## src/rtl/fact_accel_if.sv

```systemverilog
// fact_accel_if: register bus between the SoC decoder and fact_accel.
interface fact_accel_if;
  logic [2:0] a;
  logic we;
  logic [31:0] wd;
  logic [31:0] rd;
  logic irq;
  modport master(output a, we, wd, input rd, irq);
  modport slave(input a, we, wd, output rd, irq);
endinterface

```

## src/rtl/fact_accel.sv

```systemverilog
// fact_accel: memory-mapped iterative factorial with overflow abort and cycle counter; FACT_ACCEL_IRQ_EN adds the completion interrupt.
module fact_accel #(
  parameter int N_W = 4,
  parameter int RES_W = 32
) (
  input logic clk,
  input logic rst,
  fact_accel_if.slave bus
);
  typedef enum logic {IDLE, RUN} state_t;
  state_t state, state_nx;
  logic [N_W-1:0] n_reg, i;
  logic [RES_W-1:0] acc, result;
  logic [RES_W+N_W-1:0] p;
  logic [31:0] cycles;
  logic go_mirror, done, err, busy, go, fin, ovf, last, pend;
  assign p = (RES_W+N_W)'(acc) * (RES_W+N_W)'(i);
  assign ovf = |p[RES_W+N_W-1:RES_W];
  assign last = i <= N_W'(1);
  assign busy = state == RUN;
  assign go = bus.we && bus.a == 3'd1 && bus.wd[0] && state == IDLE;
  assign fin = busy && (last || ovf);
  always_ff @(posedge clk)
    if (rst) state <= IDLE;
    else state <= state_nx;
  always_comb begin
    state_nx = state;
    state_nx = go ? RUN : fin ? IDLE : state;
  end
  always_ff @(posedge clk) begin
    if (rst) begin
      n_reg <= '0;
      go_mirror <= 1'b0;
      i <= '0;
      acc <= '0;
      result <= '0;
      cycles <= '0;
      done <= 1'b0;
      err <= 1'b0;
    end else begin
      if (bus.we && bus.a == 3'd0) n_reg <= bus.wd[N_W-1:0];
      if (bus.we && bus.a == 3'd1) go_mirror <= bus.wd[0];
      if (go) begin
        i <= n_reg;
        acc <= RES_W'(1);
        cycles <= '0;
        done <= 1'b0;
        err <= 1'b0;
      end else if (busy) begin
        cycles <= cycles + 32'd1;
        if (last) begin
          result <= acc;
          done <= 1'b1;
        end else if (ovf) begin
          // the product no longer fits the accumulator: abort at the first overflowing step
          result <= '0;
          err <= 1'b1;
          done <= 1'b1;
        end else begin
          acc <= p[RES_W-1:0];
          i <= i - N_W'(1);
        end
      end
    end
  end
`ifdef FACT_ACCEL_IRQ_EN
  // completion takes priority over a coincident clear so no interrupt is lost
  always_ff @(posedge clk)
    if (rst) pend <= 1'b0;
    else if (fin) pend <= 1'b1;
    else if (bus.we && bus.a == 3'd5 && bus.wd[0]) pend <= 1'b0;
  assign bus.irq = pend;
`else
  assign pend = 1'b0;
  assign bus.irq = 1'b0;
`endif
  always_comb begin
    bus.rd = '0;
    case (bus.a)
      3'd0: bus.rd = 32'(n_reg);
      3'd1: bus.rd = {30'd0, busy, go_mirror};
      3'd2: bus.rd = {29'd0, busy, err, done};
      3'd3: bus.rd = 32'(result);
      3'd4: bus.rd = cycles;
      3'd5: bus.rd = {31'd0, pend};
      default: bus.rd = '0;
    endcase
  end
endmodule

```

## src/flat_wrapper.sv

```systemverilog
// flat-port wrapper written by rule: the top's interface ports become plain ports
module fact_accel_flat 
#(
  parameter int N_W = 4,
  parameter int RES_W = 32
)
  (clk, rst, bus_a, bus_we, bus_wd, bus_rd, bus_irq);
  fact_accel_if bus_i ();
  input logic clk;
  input logic rst;
  input wire logic [$bits(bus_i.a)-1:0] bus_a;
  input wire logic [$bits(bus_i.we)-1:0] bus_we;
  input wire logic [$bits(bus_i.wd)-1:0] bus_wd;
  output wire logic [$bits(bus_i.rd)-1:0] bus_rd;
  output wire logic [$bits(bus_i.irq)-1:0] bus_irq;
  assign bus_i.a = bus_a;
  assign bus_i.we = bus_we;
  assign bus_i.wd = bus_wd;
  assign bus_rd = bus_i.rd;
  assign bus_irq = bus_i.irq;
  fact_accel #(.N_W(N_W), .RES_W(RES_W)) u_core (.clk(clk), .rst(rst), .bus(bus_i));
endmodule
```

## config.mk

```make
export PLATFORM = sky130hd
export DESIGN_NAME = fact_accel_flat
export DESIGN_NICKNAME = d
export VERILOG_FILES = /design/src/rtl/fact_accel_if.sv /design/src/rtl/fact_accel.sv /design/src/flat_wrapper.sv
export SDC_FILE = /design/constraint.sdc
export NUM_CORES = 1
export LEC_CHECK = 0
export BUFFER_PORTS_ARGS = -buffer_cell sky130_fd_sc_hd__buf_2
export CORE_MARGIN = 2
export CORE_UTILIZATION = 45
export CTS_CLUSTER_SIZE = 14
export DETAILED_ROUTE_END_ITERATION = 8
export GPL_TIMING_DRIVEN = 0
export SKIP_LAST_GASP = 1
export SLEW_MARGIN = 5
export SYNTH_ARGS = -nofsm -noshare
export SYNTH_HDL_FRONTEND = slang
export SYNTH_SLANG_ARGS = --single-unit
```

## constraint.sdc

```tcl
create_clock -name clk -period 9.3 [get_ports clk]
set_input_delay 1.86 -clock clk [delete_from_list [all_inputs] [get_ports clk]]
set_output_delay 1.86 -clock clk [all_outputs]
set_load 0.02 [all_outputs]
```

==> impl_metrics.env, run 1 <==
export IMPL_status="finished, final reports clean"
export IMPL_switching_power_uw=212
export IMPL_crit_buf_inv=5
export IMPL_pre_cts_slack_ps=3460
export IMPL_htree_levels=3
export IMPL_postPlaceCellArea_um2=9310
export IMPL_diodes=0
export IMPL_first_global_vias=7292
export IMPL_grtUsageTotal=0.242
export IMPL_ctsHoldBuffers=0
export IMPL_path_max_fanout=10
export IMPL_dp_cells=1377
export IMPL_ys_types=66
export IMPL_cts_setup_buffers=0
export IMPL_ys_seq_area_frac=0.246
export IMPL_synth_fp_nets=1213
export IMPL_worst_pin_slew_ps=1100
export IMPL_nets=1264
export IMPL_design_power_total_uw=870
export IMPL_syn_to_final_growth_pct=9.30
export IMPL_finalHoldViolCount=0
export IMPL_drive_above_1_share=0.0665
export IMPL_totalWireLength_um=24400
export IMPL_core_area_um2=19300
export IMPL_cp_slowest_stage_delay_ps=540
export IMPL_hp_class="register to register"
export IMPL_via_per_inst=5.49
export IMPL_setup_slack_ps=3510
export IMPL_root_buffer="clkbuf_16"
export IMPL_synth_edf_count=0
export IMPL_yosys_warnings=0
export IMPL_drc_errors=0
export IMPL_tns_ps=0
export IMPL_maxSlewViolCount=0
export IMPL_fin_crit_sh=0.622
export IMPL_swShare=0.244
export IMPL_setup_viol=0
export IMPL_drt_iter0_markers=362
export IMPL_synth_top_area_frac=0.246
export IMPL_max_freq_mhz=173
export IMPL_antenna_left=0
export IMPL_synth_avg_cell_area_um2=8.18
export IMPL_grt_pass1_wl_um=39200
export IMPL_clockBufferDepth=2
export IMPL_die_w_um=144
export IMPL_timing_hold_ws_ps=456
export IMPL_maxSlewHeadroom=0.259
export IMPL_dieArea_um2=20600
export IMPL_crit_family="compound AO/OA/AOI/OAI gates"
export IMPL_dpl_hpwl_um=19200
export IMPL_gp_congestion=0.854
export IMPL_leakage_nw=4.11
export IMPL_synth_area_um2=8770
export IMPL_power_frac_comb=0.033
export IMPL_synthesis_instances=1072
export IMPL_critPathSlowestCell="fa_1"
export IMPL_top_regs="u_core.acc: 32 flops, u_core.cycles: 32 flops, u_core.result: 32 flops"
export IMPL_vias=7652
export IMPL_path_class="register to register"
export IMPL_instances_no_fill=1393
export IMPL_dr_pass1_iters=5
export IMPL_end_kind="register"
export IMPL_synth_largest_area_cell="dfxtp_1"
export IMPL_worstPathRequired_ps=9600
export IMPL_use_met3=0.0273
export IMPL_cts_tree="built"
export IMPL_rows=51
export IMPL_grt_util_met1=0.349
export IMPL_ioPinCount=71
export IMPL_path_cells="clkbuf_1 -> and2_1 -> fa_1 -> inv_1 -> fa_1 -> inv_1 -> ha_1 -> clkbuf_1 -> o21ai_0 -> a21oi_1 -> a2bb2oi_1 -> nor3b_1 -> or2_2 -> nand3_1 -> a31oi_1 -> nand4_2 -> o21ai_1 -> buf_2 -> a32o_1"
export IMPL_final_cell_area_um2=9590
export IMPL_busiest_layer="met2"
export IMPL_seq_power_share=0.534
export IMPL_vdd_drop_max_mv=0.0904
export IMPL_cp_arrival_ps=6080
export IMPL_clock_sinks=108
export IMPL_fin_crit_ps=5790
export IMPL_globalRoute_totalOverflow=0
export IMPL_rsz0062_at_grt="false"
export IMPL_fin_skew_ps=8.36
export IMPL_worstSkewPairLatency_ps=360
export IMPL_place_port_buffers=40
export IMPL_power_per_cell_area_nw_per_um2=90.7
export IMPL_antenna_found_initial=0
export IMPL_ys_ff_latch=108
export IMPL_internal_power_uw=658
export IMPL_grt_use_met2=0.388
export IMPL_cts_resized=0
export IMPL_async_flop_share=0
export IMPL_die_h_um=144
export IMPL_cts_buffers_inserted=9
export IMPL_postLayoutCoreUtil=0.498
export IMPL_routedWlPerCell_um=17.5
export IMPL_initial_core_util=0.455
export IMPL_grt_max_degree=20
export IMPL_synth_area_leaders="dfxtp_1, fa_1, and2_1, ha_1, inv_1"
export IMPL_max_cap_violations=0
export IMPL_p_clk_frac=0.433
export IMPL_path_clk_slew_ps=80
export IMPL_startpoint_type="register"
export IMPL_synth_ff_type="dfxtp_1"
Yosys cell counts, types with 13 or more instances:
library cell,number
nand3_1,43
a21oi_1,72
clkbuf_1,51
ha_1,43
dfxtp_1,108
inv_1,108
xor2_1,24
a22o_1,28
o21ai_0,61
xnor2_1,21
mux2i_1,13
nand2_1,84
fa_1,60
and2_1,96
a32o_1,32
nor2_1,74
placed cells by master, fill, tap and decap left out, types with 4 or more instances in the layout:
master | synthesis | final
a211o_1 | 5 | 5
ha_1 | 43 | 43
nor2b_1 | 6 | 6
a311oi_1 | 5 | 5
nand2_1 | 84 | 84
clkbuf_1 | 51 | 52
fa_1 | 60 | 60
dfxtp_1 | 108 | 108
inv_1 | 108 | 108
buf_2 | 9 | 49
o31ai_1 | 4 | 4
a31oi_1 | 8 | 8
nor3_1 | 8 | 8
or3_1 | 10 | 10
o21ai_0 | 61 | 61
o211ai_1 | 7 | 7
nor3b_1 | 4 | 4
and2_1 | 96 | 96
a32o_1 | 32 | 32
nor2_1 | 74 | 74
nand4_1 | 12 | 12
a21o_1 | 11 | 11
a21oi_1 | 72 | 72
mux2i_1 | 13 | 13
clkbuf_16 | 0 | 9
nand3_1 | 43 | 43
or4_1 | 4 | 4
and3_1 | 7 | 7
a22o_1 | 28 | 28
xnor2_1 | 21 | 21
and4_1 | 4 | 4
xor2_1 | 24 | 24
worst reg2reg max path, stage by stage, from the launching register on:
cell,delay (ps)
dfxtp_1,400
clkbuf_1,350
and2_1,280
fa_1,540
inv_1,60
fa_1,530
inv_1,40
ha_1,260
clkbuf_1,260
o21ai_0,150
a21oi_1,160
a2bb2oi_1,320
nor3b_1,480
or2_2,270
nand3_1,90
a31oi_1,290
nand4_2,300
o21ai_1,430
buf_2,310
a32o_1,200
power by group through the flow:
stage / sequential, mW / combinational (mW) / clock [mW]
6_report: 0.464 / 0.0289 / 0.377
5_1_grt: 0.464 / 0.0316 / 0.398
4_1_cts: 0.464 / 0.0291 / 0.384
3_5_place_dp: 0.475 / 0.0291 / 0
3_3_place_gp: 0.475 / 0.0289 / 0
2_1_floorplan: 0.475 / 0.0181 / 0
path summary, 6_finish.rpt:
check	from	to	slack, ps	cells past startpoint
worst max-delay path	u_core.i[3]	u_core.result[28]	3510	19
worst max register to register	u_core.i[3]	u_core.result[28]	3510	19
worst min register to register	u_core.done	u_core.done	460	2
worst min-delay path	u_core.done	u_core.done	460	2
final cells by class:
class | count | area [um^2]
Multi-Input combinational cell | 790 | 5940
Clock inverter | 6 | 55.1
Clock buffer | 10 | 229
Fill cell | 1934 | 9680
Tap cell | 265 | 332
Timing Repair Buffer | 40 | 200
Sequential cell | 108 | 2160
Inverter | 109 | 409
Buffer | 65 | 267
cell families (layout without fill, tap and decap cells):
| family | after synthesis | after routing | synth area share |
|---|---|---|---|
| fa+ha+maj | 103 | 103 | 0.198 |
| other cells | 1 | 1 | 0.000427 |
| buf+inv | 174 | 230 | 0.0770 |
| compound gates | 262 | 262 | 0.205 |
| flops | 108 | 108 | 0.246 |
| simple gates | 366 | 366 | 0.213 |
| mux | 13 | 13 | 0.0148 |
| xor+xnor | 45 | 45 | 0.0449 |
layer usage:
layer	vias up	wire, um
li1	3787	-
met1	3686	11900
met2	155	11200
met3	24	998
met4	0	349
met5	-	0
(Power assumes the default switching activity.)
==> run 2, diff against run 1 <==
--- a/config.mk
+++ b/config.mk
@@ -11,6 +11,7 @@
 export CTS_CLUSTER_SIZE = 14
 export DETAILED_ROUTE_END_ITERATION = 8
 export GPL_TIMING_DRIVEN = 0
+export PLACE_DENSITY = 0.65
 export SKIP_LAST_GASP = 1
 export SLEW_MARGIN = 5
 export SYNTH_ARGS = -nofsm -noshare
==> constraint.sdc (replaced) <==
create_clock -name clk -period 5.2 [get_ports clk]
set_input_delay 1.04 -clock clk [delete_from_list [all_inputs] [get_ports clk]]
set_output_delay 1.04 -clock clk [all_outputs]
set_load 0.02 [all_outputs]
==> impl_metrics.env, run 2 (same netlist as run 1, synthesis figures left out) <==
export IMPL_end_kind="register"
export IMPL_timing_hold_ws_ps=456
export IMPL_die_w_um=144
export IMPL_clockBufferDepth=2
export IMPL_worst_pin_slew_ps=970
export IMPL_num_fill_cells=1898
export IMPL_fin_crit_sh=0.976
export IMPL_place_port_buffers=40
export IMPL_first_global_vias=7356
export IMPL_antenna_found_initial=0
export IMPL_max_cap_violations=0
export IMPL_status="finished, final reports clean"
export IMPL_vdd_drop_max_mv=0.173
export IMPL_drive_above_1_share=0.108
export IMPL_busiest_layer="met2"
export IMPL_dr_pass1_iters=5
export IMPL_layout_commonest_cell="inv_1"
export IMPL_finalHoldViolCount=0
export IMPL_nets=1270
export IMPL_globalRoute_totalOverflow=0
export IMPL_use_met3=0.0287
export IMPL_path_class="register to register"
export IMPL_dieArea_um2=20600
export IMPL_seq_area_um2=2170
export IMPL_multi_input_area_um2=6120
export IMPL_layout_common_cells="inv_1, dfxtp_1, and2_1, nand2_1, nor2_1"
export IMPL_cp_arrival_ps=5360
export IMPL_syn_to_final_growth_pct=12.8
export IMPL_fin_crit_ps=5070
export IMPL_setup_viol=0
export IMPL_top_regs="u_core.acc: 32 flops, u_core.cycles: 32 flops, u_core.result: 32 flops"
export IMPL_gp_congestion=0.866
export IMPL_cts_buffers_inserted=9
export IMPL_worstSkewPairLatency_ps=360
export IMPL_cts_tree="built"
export IMPL_grt_pass1_wl_um=38700
export IMPL_power_per_cell_area_nw_per_um2=157
export IMPL_die_h_um=144
export IMPL_grtUsageTotal=0.239
export IMPL_hp_class="register to register"
export IMPL_maxSlewHeadroom=0.344
export IMPL_htree_levels=3
export IMPL_grt_use_met2=0.398
export IMPL_path_clk_slew_ps=80
export IMPL_dpl_hpwl_um=18900
export IMPL_ctsHoldBuffers=0
export IMPL_path_max_fanout=10
export IMPL_maxSlewViolCount=0
export IMPL_totalWireLength_um=24900
export IMPL_leakage_nw=4.26
export IMPL_via_per_inst=5.62
export IMPL_drt_iter0_markers=511
export IMPL_rows=51
export IMPL_antenna_left=0
export IMPL_max_freq_mhz=197
export IMPL_fin_skew_ps=10.6
export IMPL_grt_util_met1=0.332
export IMPL_diodes=0
export IMPL_tns_ps=0
export IMPL_vias=7865
export IMPL_startpoint_type="register"
export IMPL_root_buffer="clkbuf_16"
export IMPL_grt_max_degree=19
export IMPL_initial_core_util=0.455
export IMPL_core_area_um2=19300
export IMPL_drc_errors=0
export IMPL_worstPathRequired_ps=5490
export IMPL_design_power_total_mw=1.55
export IMPL_routedWlPerCell_um=17.8
export IMPL_clock_sinks=108
export IMPL_ioPinCount=71
==> run 2: where the power goes <==
part	switching [mW]	internal, mW
registers	0.00253	0.827
logic	0.0411	0.0133
clock network	0.338	0.330
==> run 2: metal layers <==
| layer | routed length, um | part of all wire |
|---|---|---|
| met3 | 1120 | 0.045 |
| met4 | 397 | 0.016 |
| met5 | 0 | 0 |
| met1 | 11600 | 0.47 |
| met2 | 11700 | 0.47 |
==> run 2: critical path, cell delays in order (launching register included) <==
cell,delay (ps)
dfxtp_4,380
buf_2,200
and2_1,180
fa_1,540
inv_1,60
fa_1,530
inv_1,40
ha_2,360
and4_4,240
and4_2,270
nand3_1,130
a211o_4,380
a21boi_4,220
a2111oi_4,110
o21ai_2,260
buf_4,180
nand4_2,200
or4_1,560
a21oi_1,150
==> run 2: final cells by class <==
class | instances | area share
Multi-Input combinational cell | 791 | 0.619
Sequential cell | 108 | 0.219
Inverter | 109 | 0.0414
Tap cell | 265 | 0.0335
Buffer | 62 | 0.0309
Timing Repair Buffer | 48 | 0.0281
Clock buffer | 10 | 0.0231
Clock inverter | 6 | 0.00493
==> run 2: timing repair <==
action	in CTS	in global routing
resized for setup	26	47
setup endpoints to repair	71	71
setup buffers	0	7
pin swaps	4	12
cloned	0	2
==> run 2: path summary, 6_finish.rpt <==
path              cells after the start  slack [ps]   startpoint              to
setup / recovery                     18         130  u_core.i[3]  u_core.acc[10]
hold / removal                        2         460  u_core.done     u_core.done
setup reg to reg                     18         130  u_core.i[3]  u_core.acc[10]
hold reg to reg                       2         460  u_core.done     u_core.done
==> run 2: per-stage QoR <==
stage          instances  setup WS [ps]  utilization  instance area, um^2
2_1_floorplan       1072            588            -                 8770
3_3_place_gp        1377           -481        0.483                 9310
5_1_grt             1399          -34.1        0.513                 9890
4_1_cts             1392           12.9        0.501                 9660
6_report            1399            126        0.513                 9890
3_5_place_dp        1377           -463        0.483                 9310
==> run 3, diff against run 2 <==
--- a/config.mk
+++ b/config.mk
@@ -7,11 +7,11 @@
 export LEC_CHECK = 0
 export BUFFER_PORTS_ARGS = -buffer_cell sky130_fd_sc_hd__buf_2
 export CORE_MARGIN = 2
-export CORE_UTILIZATION = 45
+export CORE_UTILIZATION = 56
 export CTS_CLUSTER_SIZE = 14
 export DETAILED_ROUTE_END_ITERATION = 8
 export GPL_TIMING_DRIVEN = 0
-export PLACE_DENSITY = 0.65
+export PLACE_DENSITY = 0.78
 export SKIP_LAST_GASP = 1
 export SLEW_MARGIN = 5
 export SYNTH_ARGS = -nofsm -noshare
==> impl_metrics.env, run 3 (same netlist as run 1, synthesis figures left out) <==
export IMPL_status="finished, final reports clean"
export IMPL_die_h_um=129
export IMPL_crit_family="compound AO/OA/AOI/OAI gates"
export IMPL_grt_pass1_wl_um=38100
export IMPL_syn_to_final_growth_pct=11.1
export IMPL_fin_crit_ps=5020
export IMPL_core_area_um2=15300
export IMPL_clock_sinks=108
export IMPL_via_per_inst=5.96
export IMPL_diodes=0
export IMPL_nets=1265
export IMPL_maxSlewViolCount=0
export IMPL_maxSlewHeadroom=0.0913
export IMPL_grtUsageTotal=0.287
export IMPL_leakage_nw=4.21
export IMPL_layout_common_cells="inv_1, dfxtp_1, and2_1, nand2_1, nor2_1"
export IMPL_cp_slowest_stage_delay_ps=560
export IMPL_root_buffer="clkbuf_16"
export IMPL_p_clk_frac=0.442
export IMPL_end_kind="register"
export IMPL_cts_buffers_inserted=9
export IMPL_vias=7991
export IMPL_path_class="register to register"
export IMPL_drt_iter0_markers=801
export IMPL_layout_commonest_cell="inv_1"
export IMPL_worst_pin_slew_ps=1340
export IMPL_ctsHoldBuffers=0
export IMPL_fin_skew_ps=7.51
export IMPL_dr_pass1_iters=6
export IMPL_initial_core_util=0.575
export IMPL_clockBufferDepth=2
export IMPL_htree_levels=3
export IMPL_path_max_fanout=10
export IMPL_dpl_hpwl_um=18000
export IMPL_max_freq_mhz=199
export IMPL_power_per_cell_area_nw_per_um2=162
export IMPL_setup_viol=0
export IMPL_crit_buf_inv=4
export IMPL_internal_power_mw=1.22
export IMPL_ioPinCount=71
export IMPL_seq_power_share=0.524
export IMPL_globalRoute_totalOverflow=0
export IMPL_pre_cts_slack_ps=-330
export IMPL_totalWireLength_um=23700
export IMPL_top_regs="u_core.acc: 32 flops, u_core.cycles: 32 flops, u_core.result: 32 flops"
export IMPL_switching_power_uw=366
export IMPL_r2r_start="u_core.i[3]"
export IMPL_postPlaceCellArea_um2=9240
export IMPL_routedWlPerCell_um=17.7
export IMPL_setup_slack_ps=184
export IMPL_max_cap_violations=0
export IMPL_vdd_drop_max_mv=0.215
export IMPL_place_port_buffers=40
export IMPL_swShare=0.231
export IMPL_power_frac_comb=0.035
export IMPL_startpoint_type="register"
export IMPL_gp_congestion=0.921
export IMPL_antenna_found_initial=0
export IMPL_crit_start="u_core.i[3]"
export IMPL_antenna_left=0
export IMPL_cts_tree="built"
export IMPL_finalHoldViolCount=0
export IMPL_cp_arrival_ps=5270
export IMPL_design_power_total_mw=1.58
export IMPL_path_clk_slew_ps=70
export IMPL_hp_class="register to register"
export IMPL_drc_errors=0
export IMPL_critPathSlowestCell="or4_1"
export IMPL_path_cells="buf_8 -> and2_4 -> fa_1 -> inv_1 -> fa_1 -> inv_1 -> ha_1 -> buf_6 -> a211oi_2 -> o21ai_1 -> a221o_1 -> a31oi_4 -> a21oi_2 -> a311oi_2 -> xor2_1 -> nand4_4 -> or4_1 -> a311oi_1"
export IMPL_worstHoldStart="u_core.done"
export IMPL_first_global_vias=7471
export IMPL_grt_max_degree=19
export IMPL_rows=45
export IMPL_dieArea_um2=16700
export IMPL_timing_hold_ws_ps=454
export IMPL_worstSkewPairLatency_ps=350
export IMPL_tns_ps=0
export IMPL_worstPathRequired_ps=5460
export IMPL_fin_crit_sh=0.965
export IMPL_die_w_um=129
export IMPL_final_cell_area_um2=9750
export IMPL_drive_above_1_share=0.0983
==> run 3: changes by cell type in the layout (fill, tap and decap cells not counted), moves of 2 or more <==
cell	previous run	this run
ha_1	38	40
clkinv_4	4	0
clkinvlp_4	0	4
buf_4	13	8
ha_2	5	3
==> run 3: timing repair <==
item | in CTS | in global routing
gates resized for setup | 24 | 39
buffers inserted | 0 | 4
pin swaps | 1 | 11
endpoints found under the setup margin | 70 | 71
==> run 3: worst reg2reg max path: cells and delay by family (launching register included) <==
| kind | cells | cell delay (ps) |
|---|---|---|
| simple gates | 3 | 970 |
| fa+ha+maj | 3 | 1330 |
| compound gates | 7 | 1560 |
| flops | 1 | 380 |
| xor+xnor | 1 | 290 |
| buf+inv | 4 | 380 |
==> run 3: cell type report <==
class | instances | area [um^2]
Fill cell | 1312 | 5510
Timing Repair Buffer | 44 | 235
Inverter | 109 | 409
Buffer | 62 | 305
Clock buffer | 9 | 225
Multi-Input combinational cell | 790 | 6060
Clock inverter | 7 | 76.3
Tap cell | 211 | 264
Sequential cell | 108 | 2170
==> run 3: metrics by stage <==
| stage | util | cells |
|---|---|---|
| global placement | 0.605 | 1323 |
| global route | 0.639 | 1340 |
| floorplan | - | 1072 |
| detailed placement | 0.605 | 1323 |
| finish | 0.639 | 1340 |
| CTS | 0.630 | 1339 |
==> run 3: power by group through the flow <==
stage	logic (mW)	registers (mW)	clock network, mW
3_3_place_gp	0.0512	0.850	0
3_5_place_dp	0.0517	0.850	0
2_1_floorplan	0.0324	0.849	0
6_report	0.0550	0.829	0.699
4_1_cts	0.0526	0.830	0.705
5_1_grt	0.0593	0.829	0.735
==> run 3: path summary, 6_finish.rpt <==
kind                  to  slack [ps]  cells past startpoint
max          u_core.i[2]         180                     18
min          u_core.done         450                      2
max reg2reg  u_core.i[2]         180                     18
min reg2reg  u_core.done         450                      2
==> run 3: metal layers <==
metal | share of wire | up-vias | global-route usage
li1 | - | 3786 | -
met4 | 0.028 | 0 | 0.0985
met5 | 0 | - | 0
met3 | 0.078 | 50 | 0.0438
met1 | 0.44 | 3808 | 0.397
met2 | 0.45 | 347 | 0.460
